<file path="config.mk">
export PLATFORM = sky130hd
export DESIGN_NAME = dvi_timing_ctrl
export DESIGN_NICKNAME = d
export VERILOG_FILES = /design/src/rtl/dvi_pkg.sv /design/src/rtl/dvi_axis_counter.sv /design/src/rtl/dvi_timing_ctrl.sv
export SDC_FILE = /design/constraint.sdc
export NUM_CORES = 1
export LEC_CHECK = 0
export ABC_AREA = 1
export CAP_MARGIN = 20
export CORE_MARGIN = 2
export CORE_UTILIZATION = 30
export DETAILED_ROUTE_END_ITERATION = 10
export PLACE_DENSITY = 0.54
export SYNTH_ARGS = -nofsm -noshare
export SYNTH_HDL_FRONTEND = slang
export SYNTH_HIERARCHICAL = 1
export SYNTH_SLANG_ARGS = --single-unit
</file>
<file path="constraint.sdc">
create_clock -name clk -period 1.7 [get_ports clk]
set_clock_uncertainty 0.15 [all_clocks]
set_input_delay 0.425 -clock clk [delete_from_list [all_inputs] [get_ports clk]]
set_output_delay 0.425 -clock clk [all_outputs]
set_load 0.1 [all_outputs]
</file>
<file path="src/rtl/dvi_pkg.sv">
// dvi_pkg: shared types and constants for the DVI timing controller and the
// TMDS encoders it feeds (axis region enum, ctrl pair type, colour bars).
package dvi_pkg;

  // Order on each axis: visible, front porch, sync, back porch.
  typedef enum logic [1:0] {
    ACTIVE = 2'd0,
    FRONT  = 2'd1,
    SYNC   = 2'd2,
    BACK   = 2'd3
  } dvi_region_e;

  // {vsync, hsync} levels as seen by the blue-channel TMDS encoder.
  typedef logic [1:0] dvi_ctrl_t;

  localparam int unsigned NUM_BARS = 8;

  // {r,g,b} colour-bar constants, left to right across the active line.
  localparam logic [23:0] BAR_WHITE   = 24'hFFFFFF;
  localparam logic [23:0] BAR_YELLOW  = 24'hFFFF00;
  localparam logic [23:0] BAR_CYAN    = 24'h00FFFF;
  localparam logic [23:0] BAR_GREEN   = 24'h00FF00;
  localparam logic [23:0] BAR_MAGENTA = 24'hFF00FF;
  localparam logic [23:0] BAR_RED     = 24'hFF0000;
  localparam logic [23:0] BAR_BLUE    = 24'h0000FF;
  localparam logic [23:0] BAR_BLACK   = 24'h000000;

  function automatic logic [23:0] bar_rgb(input logic [2:0] idx);
    case (idx)
      3'd0:    return BAR_WHITE;
      3'd1:    return BAR_YELLOW;
      3'd2:    return BAR_CYAN;
      3'd3:    return BAR_GREEN;
      3'd4:    return BAR_MAGENTA;
      3'd5:    return BAR_RED;
      3'd6:    return BAR_BLUE;
      default: return BAR_BLACK;
    endcase
  endfunction

endpackage

</file>
<file path="src/rtl/dvi_axis_counter.sv">
// dvi_axis_counter: one raster axis (horizontal or vertical). Counts
// 0..TOTAL-1 on inc_i, wraps to 0, and decodes the current region.
// clr_i has priority and holds the count at 0.
module dvi_axis_counter
  import dvi_pkg::*;
#(
  parameter int unsigned SEG_ACTIVE = 640,
  parameter int unsigned SEG_FRONT  = 16,
  parameter int unsigned SEG_SYNC   = 96,
  parameter int unsigned SEG_BACK   = 48,
  parameter int unsigned CNT_W      = 12
) (
  input  logic             clk_i,
  input  logic             rst_ni,
  input  logic             clr_i,
  input  logic             inc_i,
  output logic [CNT_W-1:0] cnt_o,
  output logic             wrap_o,
  output dvi_region_e      region_o
);

  localparam int unsigned TOTAL = SEG_ACTIVE + SEG_FRONT + SEG_SYNC + SEG_BACK;

  localparam logic [CNT_W-1:0] LAST        = CNT_W'(TOTAL - 1);
  localparam logic [CNT_W-1:0] FRONT_START = CNT_W'(SEG_ACTIVE);
  localparam logic [CNT_W-1:0] SYNC_START  = CNT_W'(SEG_ACTIVE + SEG_FRONT);
  localparam logic [CNT_W-1:0] BACK_START  = CNT_W'(SEG_ACTIVE + SEG_FRONT + SEG_SYNC);

  logic [CNT_W-1:0] cnt_q, cnt_d;

  // Next count: clear, hold, increment or wrap.
  always_comb begin
    wrap_o = inc_i && (cnt_q == LAST);
    cnt_d  = cnt_q;
    if (clr_i) begin
      cnt_d = '0;
    end else if (inc_i) begin
      cnt_d = wrap_o ? '0 : cnt_q + CNT_W'(1);
    end
  end

  // Count register.
  always_ff @(posedge clk_i or negedge rst_ni) begin
    if (!rst_ni) begin
      cnt_q <= '0;
    end else begin
      cnt_q <= cnt_d;
    end
  end

  // Region decode from the current count.
  always_comb begin
    if (cnt_q < FRONT_START) begin
      region_o = ACTIVE;
    end else if (cnt_q < SYNC_START) begin
      region_o = FRONT;
    end else if (cnt_q < BACK_START) begin
      region_o = SYNC;
    end else begin
      region_o = BACK;
    end
  end

  assign cnt_o = cnt_q;

endmodule

</file>
<file path="src/rtl/dvi_timing_ctrl.sv">
// dvi_timing_ctrl: raster timing generator with a pixel fetch interface.
// Cycle n: counters -> registered request (pix_req, x, y, frame_start).
// Cycle n+1: pix_rgb returned by the source. Cycle n+2: registered
// disp_en, red/grn/blu and ctrl_b, so sync and data stay aligned.
// Optional build macro DVI_TEST_PATTERN_EN adds pattern_sel, selecting an
// internal 8-bar colour pattern in place of pix_rgb.
module dvi_timing_ctrl
  import dvi_pkg::*;
#(
  parameter int unsigned H_ACTIVE  = 640,
  parameter int unsigned H_FP      = 16,
  parameter int unsigned H_SYNC    = 96,
  parameter int unsigned H_BP      = 48,
  parameter int unsigned V_ACTIVE  = 480,
  parameter int unsigned V_FP      = 10,
  parameter int unsigned V_SYNC    = 2,
  parameter int unsigned V_BP      = 33,
  parameter logic        HSYNC_POL = 1'b0,
  parameter logic        VSYNC_POL = 1'b0
) (
  input  logic        clk,
  input  logic        rst_n,
  input  logic        enable,
  output logic        pix_req,
  output logic [10:0] x,
  output logic [10:0] y,
  output logic        frame_start,
  input  logic [23:0] pix_rgb,
  output logic        disp_en,
  output logic [1:0]  ctrl_b,
  output logic [7:0]  red,
  output logic [7:0]  grn,
  output logic [7:0]  blu
`ifdef DVI_TEST_PATTERN_EN
  ,
  input  logic        pattern_sel
`endif
);

  localparam int unsigned H_TOTAL = H_ACTIVE + H_FP + H_SYNC + H_BP;
  localparam int unsigned V_TOTAL = V_ACTIVE + V_FP + V_SYNC + V_BP;

  if (H_TOTAL > 4096 || V_TOTAL > 2048) begin : g_chk_total
    $error("dvi_timing_ctrl: H_TOTAL must be <= 4096 and V_TOTAL <= 2048");
  end
  if (H_ACTIVE == 0 || H_FP == 0 || H_SYNC == 0 || H_BP == 0 ||
      V_ACTIVE == 0 || V_FP == 0 || V_SYNC == 0 || V_BP == 0) begin : g_chk_zero
    $error("dvi_timing_ctrl: timing parameters must be non-zero");
  end

  localparam logic [11:0] H_ACT_END = 12'(H_ACTIVE);
  localparam logic [10:0] V_ACT_END = 11'(V_ACTIVE);
  localparam dvi_ctrl_t   CTRL_IDLE = {~VSYNC_POL, ~HSYNC_POL};

  logic [11:0] h_cnt;
  logic [10:0] v_cnt;
  logic        h_wrap, v_wrap;
  dvi_region_e h_region, v_region;

  dvi_axis_counter #(
    .SEG_ACTIVE (H_ACTIVE),
    .SEG_FRONT  (H_FP),
    .SEG_SYNC   (H_SYNC),
    .SEG_BACK   (H_BP),
    .CNT_W      (12)
  ) u_h_axis (
    .clk_i    (clk),
    .rst_ni   (rst_n),
    .clr_i    (!enable),
    .inc_i    (1'b1),
    .cnt_o    (h_cnt),
    .wrap_o   (h_wrap),
    .region_o (h_region)
  );

  dvi_axis_counter #(
    .SEG_ACTIVE (V_ACTIVE),
    .SEG_FRONT  (V_FP),
    .SEG_SYNC   (V_SYNC),
    .SEG_BACK   (V_BP),
    .CNT_W      (11)
  ) u_v_axis (
    .clk_i    (clk),
    .rst_ni   (rst_n),
    .clr_i    (!enable),
    .inc_i    (h_wrap),
    .cnt_o    (v_cnt),
    .wrap_o   (v_wrap),
    .region_o (v_region)
  );

  // Stage 1 (request) state.
  logic        pix_req_q, pix_req_d;
  logic [10:0] x_q, x_d, y_q, y_d;
  logic        frame_start_q, frame_start_d;
  logic        hs1_q, hs1_d, vs1_q, vs1_d;
  // High when the counters sit at (0,0); registered from the clear/frame wrap
  // so frame_start needs no wide zero compare on both counters.
  logic        origin_q, origin_d;
  logic        h_act, v_act;

  // Stage 2 (data return) state.
  logic        de2_q, hs2_q, vs2_q;

  // Stage 3 (encoder-facing) state.
  logic        disp_en_q;
  logic [23:0] rgb_q, rgb_d, src_rgb;
  dvi_ctrl_t   ctrl_q, ctrl_d;

  // Request decode from the live counters.
  always_comb begin
    h_act         = (h_cnt < H_ACT_END);
    v_act         = (v_cnt < V_ACT_END);
    pix_req_d     = enable && h_act && v_act;
    x_d           = pix_req_d ? h_cnt[10:0] : '0;
    y_d           = pix_req_d ? v_cnt : '0;
    frame_start_d = enable && origin_q;
    hs1_d         = enable && (h_region == SYNC);
    vs1_d         = enable && (v_region == SYNC);
    origin_d      = !enable || v_wrap;
  end

  // Stage 1 registers.
  always_ff @(posedge clk or negedge rst_n) begin
    if (!rst_n) begin
      pix_req_q     <= 1'b0;
      x_q           <= '0;
      y_q           <= '0;
      frame_start_q <= 1'b0;
      hs1_q         <= 1'b0;
      vs1_q         <= 1'b0;
      origin_q      <= 1'b1;
    end else begin
      pix_req_q     <= pix_req_d;
      x_q           <= x_d;
      y_q           <= y_d;
      frame_start_q <= frame_start_d;
      hs1_q         <= hs1_d;
      vs1_q         <= vs1_d;
      origin_q      <= origin_d;
    end
  end

  // Stage 2 registers: delay timing to line up with the returned pixel.
  always_ff @(posedge clk or negedge rst_n) begin
    if (!rst_n) begin
      de2_q <= 1'b0;
      hs2_q <= 1'b0;
      vs2_q <= 1'b0;
    end else begin
      de2_q <= pix_req_q;
      hs2_q <= hs1_q;
      vs2_q <= vs1_q;
    end
  end

`ifdef DVI_TEST_PATTERN_EN
  localparam int unsigned BAR_W = (H_ACTIVE / NUM_BARS > 0) ? H_ACTIVE / NUM_BARS : 1;

  logic [23:0] pat2_q, pat2_d;
  int unsigned bar_idx;

  // Bar colour for the requested column; clamps any remainder to the last bar.
  always_comb begin
    bar_idx = int unsigned'(x_q) / BAR_W;
    pat2_d  = bar_rgb((bar_idx > NUM_BARS - 1) ? 3'd7 : 3'(bar_idx));
  end

  // Pattern colour travels alongside the stage-2 timing.
  always_ff @(posedge clk or negedge rst_n) begin
    if (!rst_n) begin
      pat2_q <= '0;
    end else begin
      pat2_q <= pat2_d;
    end
  end
`endif

  // Output data select, blanking and sync polarity.
  always_comb begin
    src_rgb = pix_rgb;
`ifdef DVI_TEST_PATTERN_EN
    if (pattern_sel) begin
      src_rgb = pat2_q;
    end
`endif
    rgb_d  = de2_q ? src_rgb : '0;
    ctrl_d = {vs2_q ^ ~VSYNC_POL, hs2_q ^ ~HSYNC_POL};
  end

  // Stage 3 registers driving the encoders.
  always_ff @(posedge clk or negedge rst_n) begin
    if (!rst_n) begin
      disp_en_q <= 1'b0;
      rgb_q     <= '0;
      ctrl_q    <= CTRL_IDLE;
    end else begin
      disp_en_q <= de2_q;
      rgb_q     <= rgb_d;
      ctrl_q    <= ctrl_d;
    end
  end

  assign pix_req     = pix_req_q;
  assign x           = x_q;
  assign y           = y_q;
  assign frame_start = frame_start_q;
  assign disp_en     = disp_en_q;
  assign red         = rgb_q[23:16];
  assign grn         = rgb_q[15:8];
  assign blu         = rgb_q[7:0];
  assign ctrl_b      = ctrl_q;

endmodule

</file>
==> impl_metrics.csv, run 1 <==
group,metric,value,unit
outcome,status,"finished, violations left",
outcome,violations,"setup timing",
power_and_ir_drop,peakVddDrop,0.525,mV
timing,relSlewSlack,48.0,%
grt,grt_pass1_vias,2736,
floorplan,rows,39,
placed_design,dp_cells,639,
setup_path,crit_type,"flip-flop to flip-flop",
floorplan,num_io_pins,78,
cells_and_area,area_growth_syn_to_layout,61.5,%
yosys,synth-compound-area-share,3.26,%
yosys,yosys.area_share.simple,26.2,%
route,drc,0,
cells_and_area,nets,541,
grt,grt-ovfl-total,0,
placed_design,portBuffers,77,
grt,grt_pass1_wl,12.7,mm
setup_path,arrival,1840,ps
cells_and_area,fin_cells,659,
timing,slew_violations,0,
yosys,synth-adder-area-share,1.09,%
floorplan,core-area,11300,um^2
yosys,synth_xor_area_share,0.761,%
timing,post-route-period-util,103,%
route,vias,2810,
grt,antenna_found_initial,0,
cells_and_area,final_area,5580,um^2
grt,grt_start_max_net_pins,27,
run,drv_cap,0,
hold_path,hold_path_class,"flip-flop to flip-flop",
yosys,ys_top_cells_by_area,"dfrtp_1 56%, nand2_1 9.5%, inv_1 8.9%",
setup_path,path_cells,"ha_4 > nand2_4 > nor2_4 > and3_4 > nor2_4 > inv_2 > nand3_1 > nand3_1 > a21oi_1",
timing,fmax,572,MHz
yosys,syn-mean-instance-area,8.90,um^2
yosys,syn_inst,388,
yosys,yosysWarnings,6,
yosys,synth_seq_cells,80,
grt,track_usage,12.9,%
yosys,synth_top_cell_area_share,55.8,%
cells_and_area,post-route-util,49.3,%
route,firstDrtPassIters,4,
timing,holdWs,197,ps
yosys,seq_area_frac_synth,58.1,%
clock_network,clk_path_buf_depth,2,
clock_network,htree_levels,3,
route,wl,7.45,mm
setup_path,worstPathRequired,1790,ps
placed_design,gp_congestion,0.903,
placed_design,dpl.hpwl,5.54,mm
setup_path,critPathMaxStageDelay,410,ps
timing,fin_ws,-49.8,ps
floorplan,die_area,12400,um^2
timing,hold_violations,0,
cells_and_area,diodes,0,
setup_path,worst_setup_path_end_kind,"flip-flop",
setup_path,cp_slowest_cell,"dfrtp_1",
timing,finalCriticalPeriod,1750,ps
clock_network,cts-buffers-inserted,9,
power_and_ir_drop,cellPowerDensity,836,nW/um^2
cells_and_area,final_cell_mix,"86 x nand2_1, 81 x inv_1, 77 x dfrtp_1",
floorplan,initial_core_util,30.5,%
yosys,synth_top_family_by_area,"simple AND/OR/NAND/NOR gates",
clock_network,cts_num_sinks,80,
yosys,syn_area,3450,um^2
timing,rsz0062_at_grt,"true",
cells_and_area,n_fill_cell,1023,
setup_path,cp_max_fo,5,
timing,worst_pin_slew,781,ps
placed_design,dpl_cell_area,5170,um^2
yosys,yosys.area.top_type,"dfrtp_1",
timing,setup_viol,6,
route,routedWlPerCell,11.3,um
clock_network,root_buffer,"clkbuf_16",
yosys,yosys-mux-area-fraction,0,%
clock_network,cts_tree,"yes",
yosys,synth.distinct_cells,34,
cells_and_area,final_common_cell,"nand2_1",
floorplan,chipWidth,111,um
route,vias_per_cell,4.26,
clock_network,clock_latency,330,ps
power_and_ir_drop,p_leak,0.00268,uW
route,drt_iter0_markers,199,
cells_and_area,drive_gt1_share,27.1,%
route,drtAntennaViolNets,0,
clock_network,cts.clk_slew.worst_paths,60,ps
floorplan,die_h,111,um
setup_path,start_kind,"flip-flop",
timing,tns,-153,ps
-- cells by family after synthesis --
| family | after synthesis |
|---|---|
| adders and majority gates | 3 |
| buffers and inverters | 88 |
| xor gates and xnor gates | 3 |
| other | 2 |
| AOI/OAI and AO/OA | 19 |
| DFF | 80 |
| and+or+nand+nor | 193 |
-- timing repair --
item	in CTS	in global routing
endpoints found under the hold margin	23	0
pin swaps	9	5
setup buffers	3	0
resized for setup	9	3
endpoints found under the setup margin	11	13
hold buffers	1	0
-- metrics by stage --
stage / power (uW) / setup WS, ps
6_report: 4660 / -49.8
5_1_grt: 4850 / -139
4_1_cts: 4730 / -53.5
3_5_place_dp: 2720 / -186
3_3_place_gp: 2720 / -136
2_1_floorplan: 2380 / -80.0
-- cell type report --
type	count	area [um^2]	share of cell area (%)
inverter	82	308	5.52
multi-input combinational	225	1190	21.4
sequential	80	2010	36.0
clock inverter	2	37.5	0.673
tap	143	179	3.21
clock buffer	14	274	4.91
timing repair buffer	113	1580	28.3
-- cells in the mapped netlist, drive strengths merged --
cell	n
a21oi	7
or2	1
xor2	2
o211ai	1
nand3	18
nand2	92
o21bai	1
ha	3
nor3	6
dfrtp	77
a211oi	1
o21ai	5
xnor2	1
dfstp	3
nor4	1
inv	82
nand4	5
a31oi	3
and3	1
buf	6
conb	2
o31ai	1
nor2	67
nor3b	2
-- flip-flops by register name, summed over array words and instances (netlist names) --
signal,count
disp_en,1
hs2_q,1
pix_req,1
ctrl_b,2
y,11
x,11
origin_q,1
u_h_axis/cnt_o,12
de2_q,1
rgb_q,24
vs1_q,1
hs1_q,1
frame_start,1
vs2_q,1
u_v_axis/cnt_o,11
-- report_power, final --
part           total (uW)  internal (uW)  switching (uW)
Clock                1970           1260             716
Sequential           2000           1950            45.6
Combinational         689            259             430
-- worst max-delay path, delay by kind of cell, from the launching register on --
kind,cells,cell delay [ps]
flip-flops,1,410
AND/OR/NAND/NOR,6,680
AO/OA/AOI/OAI,1,180
buffers and inverters,1,60
adder cells (fa/ha/maj),1,180
-- routing by layer --
| metal | track usage, % | routed length (um) |
|---|---|---|
| met1 | 16.1 | 3290 |
| met2 | 20.6 | 3590 |
| met3 | 3.44 | 366 |
| met4 | 6.67 | 198 |
| met5 | 0 | 0 |
-- worst paths after layout --
check | startpoint | endpoint | slack, ps | cells past startpoint
max | u_h_axis/cnt_o[1]$_DFFE_PN0P_ | u_v_axis/cnt_o[8]$_DFFE_PN0P_ | -50 | 9
min | vs2_q$_DFF_PN0_ | ctrl_b[1]$_DFF_PN1_ | 200 | 1
max reg2reg | u_h_axis/cnt_o[1]$_DFFE_PN0P_ | u_v_axis/cnt_o[8]$_DFFE_PN0P_ | -50 | 9
min reg2reg | vs2_q$_DFF_PN0_ | ctrl_b[1]$_DFF_PN1_ | 200 | 1
max in group asynchronous | rst_n | ctrl_b[0]$_DFF_PN1_ | 450 | 3
min in group asynchronous | rst_n | x[0]$_DFF_PN0_ | 400 | 2
Power figures use the tool's default switching activity.
==> run 2, diff against run 1 <==
--- a/config.mk
+++ b/config.mk
@@ -8,9 +8,9 @@
 export ABC_AREA = 1
 export CAP_MARGIN = 20
 export CORE_MARGIN = 2
-export CORE_UTILIZATION = 30
+export CORE_UTILIZATION = 40
 export DETAILED_ROUTE_END_ITERATION = 10
-export PLACE_DENSITY = 0.54
+export PLACE_DENSITY = 0.68
 export SYNTH_ARGS = -nofsm -noshare
 export SYNTH_HDL_FRONTEND = slang
 export SYNTH_HIERARCHICAL = 1
==> impl_metrics.csv, run 2 (synthesis results as in run 1) <==
group,metric,value,unit
timing,setup_viol,11,
run,drv_cap,0,
setup_path,critPathMaxStageDelay,410,ps
power_and_ir_drop,peakVddDrop,0.478,mV
timing,rsz0062_at_grt,"true",
route,top_layer,"met4",
setup_path,arrival,1880,ps
cells_and_area,nets,541,
route,vias,2799,
grt,grt_start_max_net_pins,28,
floorplan,die_h,96.9,um
grt,grt-ovfl-total,0,
floorplan,die_area,9390,um^2
clock_network,htree_levels,3,
setup_path,path_cells,"ha_4 > nand2_4 > nor2_4 > and3_4 > nand2_2 > nor2_4 > nand3_4 > nand2_8 > nor2_4 > nand2_1 > nand2_1",
grt,antenna_found_initial,0,
timing,slew_violations,0,
setup_path,crit_buf_inv,0,
hold_path,worstHoldPathCells,1,
grt,grt_pass1_vias,2850,
floorplan,rows,33,
cells_and_area,area_growth_syn_to_layout,58.0,%
route,wl,7.65,mm
cells_and_area,final_cell_mix,"85 x nand2_1, 81 x inv_1, 77 x dfrtp_1",
setup_path,critPathTopFamily,"simple AND/OR/NAND/NOR gates",
cells_and_area,final_common_cell,"nand2_1",
floorplan,chipWidth,96.9,um
route,vias_per_cell,4.51,
placed_design,gp_congestion,0.926,
timing,tns,-566,ps
power_and_ir_drop,switching_share,26.5,%
hold_path,hold_path_class,"flip-flop to flip-flop",
floorplan,num_io_pins,78,
cells_and_area,top_register,"rgb_q",
timing,hold_violations,0,
timing,fin_ws,-91.4,ps
setup_path,worstPathRequired,1790,ps
power_and_ir_drop,clockPowerShare,38.0,%
grt,grt_pass1_wl,13.2,mm
cells_and_area,drive_gt1_share,27.9,%
placed_design,dpl.hpwl,5.61,mm
cells_and_area,largest_register_ffs,24,
timing,worst_pin_slew,705,ps
clock_network,root_buffer,"clkbuf_8",
timing,post-route-period-util,105,%
cells_and_area,diodes,0,
setup_path,cp_common_cell,"nor2_4",
floorplan,core-area,8300,um^2
route,drt_iter0_markers,160,
clock_network,cts_num_sinks,80,
hold_path,whs_endpoint,"ctrl_b[1]$_DFF_PN1_",
timing,fmax,558,MHz
clock_network,cts-buffers-inserted,9,
setup_path,worst_setup_path_end_kind,"flip-flop",
route,drtAntennaViolNets,0,
route,wl_met2,3.92,mm
clock_network,clk_path_buf_depth,2,
outcome,violations,"setup timing",
setup_path,r2r-start,"u_h_axis/cnt_o[1]$_DFFE_PN0P_",
route,drt-met1-wl,3.28,mm
setup_path,rr_worst_depth,11,
setup_path,cp_slowest_cell,"dfrtp_1",
route,route.met3.wl,307,um
setup_path,rr_endpoint,"u_v_axis/cnt_o[1]$_DFFE_PN0P_",
power_and_ir_drop,p_int,3180,uW
hold_path,hp-start,"vs2_q$_DFF_PN0_",
power_and_ir_drop,p_leak,0.00265,uW
route,drc,0,
timing,finalCriticalPeriod,1790,ps
setup_path,start_kind,"flip-flop",
outcome,status,"finished, violations left",
setup_path,crit_type,"flip-flop to flip-flop",
cells_and_area,fin_cells,621,
placed_design,place_ws,-192,ps
floorplan,initial_core_util,41.6,%
timing,holdWs,205,ps
clock_network,cts_tree,"yes",
power_and_ir_drop,cellPowerDensity,793,nW/um^2
setup_path,reg2reg_slack,-90,ps
timing,relSlewSlack,53.0,%
grt,track_usage,17.5,%
route,routedWlPerCell,12.3,um
power_and_ir_drop,seq_power_share,46.1,%
placed_design,dp_cells,600,
setup_path,cp_max_fo,7,
clock_network,clock_latency,350,ps
power_and_ir_drop,power_frac_comb,16.0,%
clock_network,cts.clk_slew.worst_paths,80,ps
placed_design,portBuffers,77,
power_and_ir_drop,p_sw,1150,uW
route,firstDrtPassIters,4,
## run 2: stage by stage
step / instance area, um^2 / total power, uW / util, %
final: 5460 / 4330 / 65.7
after global routing: 5460 / 4520 / 65.7
after CTS: 5410 / 4400 / 65.2
after detailed placement: 5120 / 2720 / 61.6
after global placement: 5120 / 2710 / 61.6
after floorplan: 3500 / 2380 / -
## run 2: how the worst max path moves through the flow
| stage | cells past startpoint | from | end | slack (ps) |
|---|---|---|---|---|
| 2_1_floorplan | 11 | u_h_axis/cnt_o[0]$_DFFE_PN0P_ | u_v_axis/cnt_o[1]$_DFFE_PN0P_ | -80 |
| 3_3_place_gp | 7 | enable | u_v_axis/cnt_o[8]$_DFFE_PN0P_ | -130 |
| 3_5_place_dp | 7 | enable | u_v_axis/cnt_o[8]$_DFFE_PN0P_ | -190 |
| 4_1_cts | 11 | u_h_axis/cnt_o[0]$_DFFE_PN0P_ | u_v_axis/cnt_o[0]$_DFFE_PN0P_ | -110 |
| 5_1_grt | 11 | u_h_axis/cnt_o[1]$_DFFE_PN0P_ | u_v_axis/cnt_o[7]$_DFFE_PN0P_ | -200 |
| 6_report | 11 | u_h_axis/cnt_o[1]$_DFFE_PN0P_ | u_v_axis/cnt_o[1]$_DFFE_PN0P_ | -90 |
## run 2: what timing repair did
item                                    CTS  global route
pin swaps                                 9             7
endpoints found under the setup margin   11            13
resized for setup                         5             8
buffers inserted                          3             1
hold buffers                              1             0
endpoints found under the hold margin    15             0
## run 2: layout make-up
cell class	instances	area (um^2)
Clock buffer	10	128
Clock inverter	6	109
Fill cell	669	2840
Inverter	82	308
Multi-Input combinational cell	225	1200
Sequential cell	80	2010
Tap cell	105	131
Timing Repair Buffer	113	1580
## run 2: layer usage
| metal | vias to the layer above | track usage [%] |
|---|---|---|
| met3 | 12 | 2.96 |
| met1 | 1314 | 22.0 |
| met2 | 81 | 29.5 |
| met4 | 0 | 7.80 |
| li1 | 1392 | - |
| met5 | - | 0 |
## run 2: power by group through the flow
stage / registers [uW] / clock network, uW / logic (uW)
after global routing: 2000 / 1800 / 724
after global placement: 2030 / 0 / 680
after CTS: 2000 / 1710 / 692
final: 1990 / 1640 / 692
after floorplan: 2300 / 0 / 79.1
after detailed placement: 2030 / 0 / 686
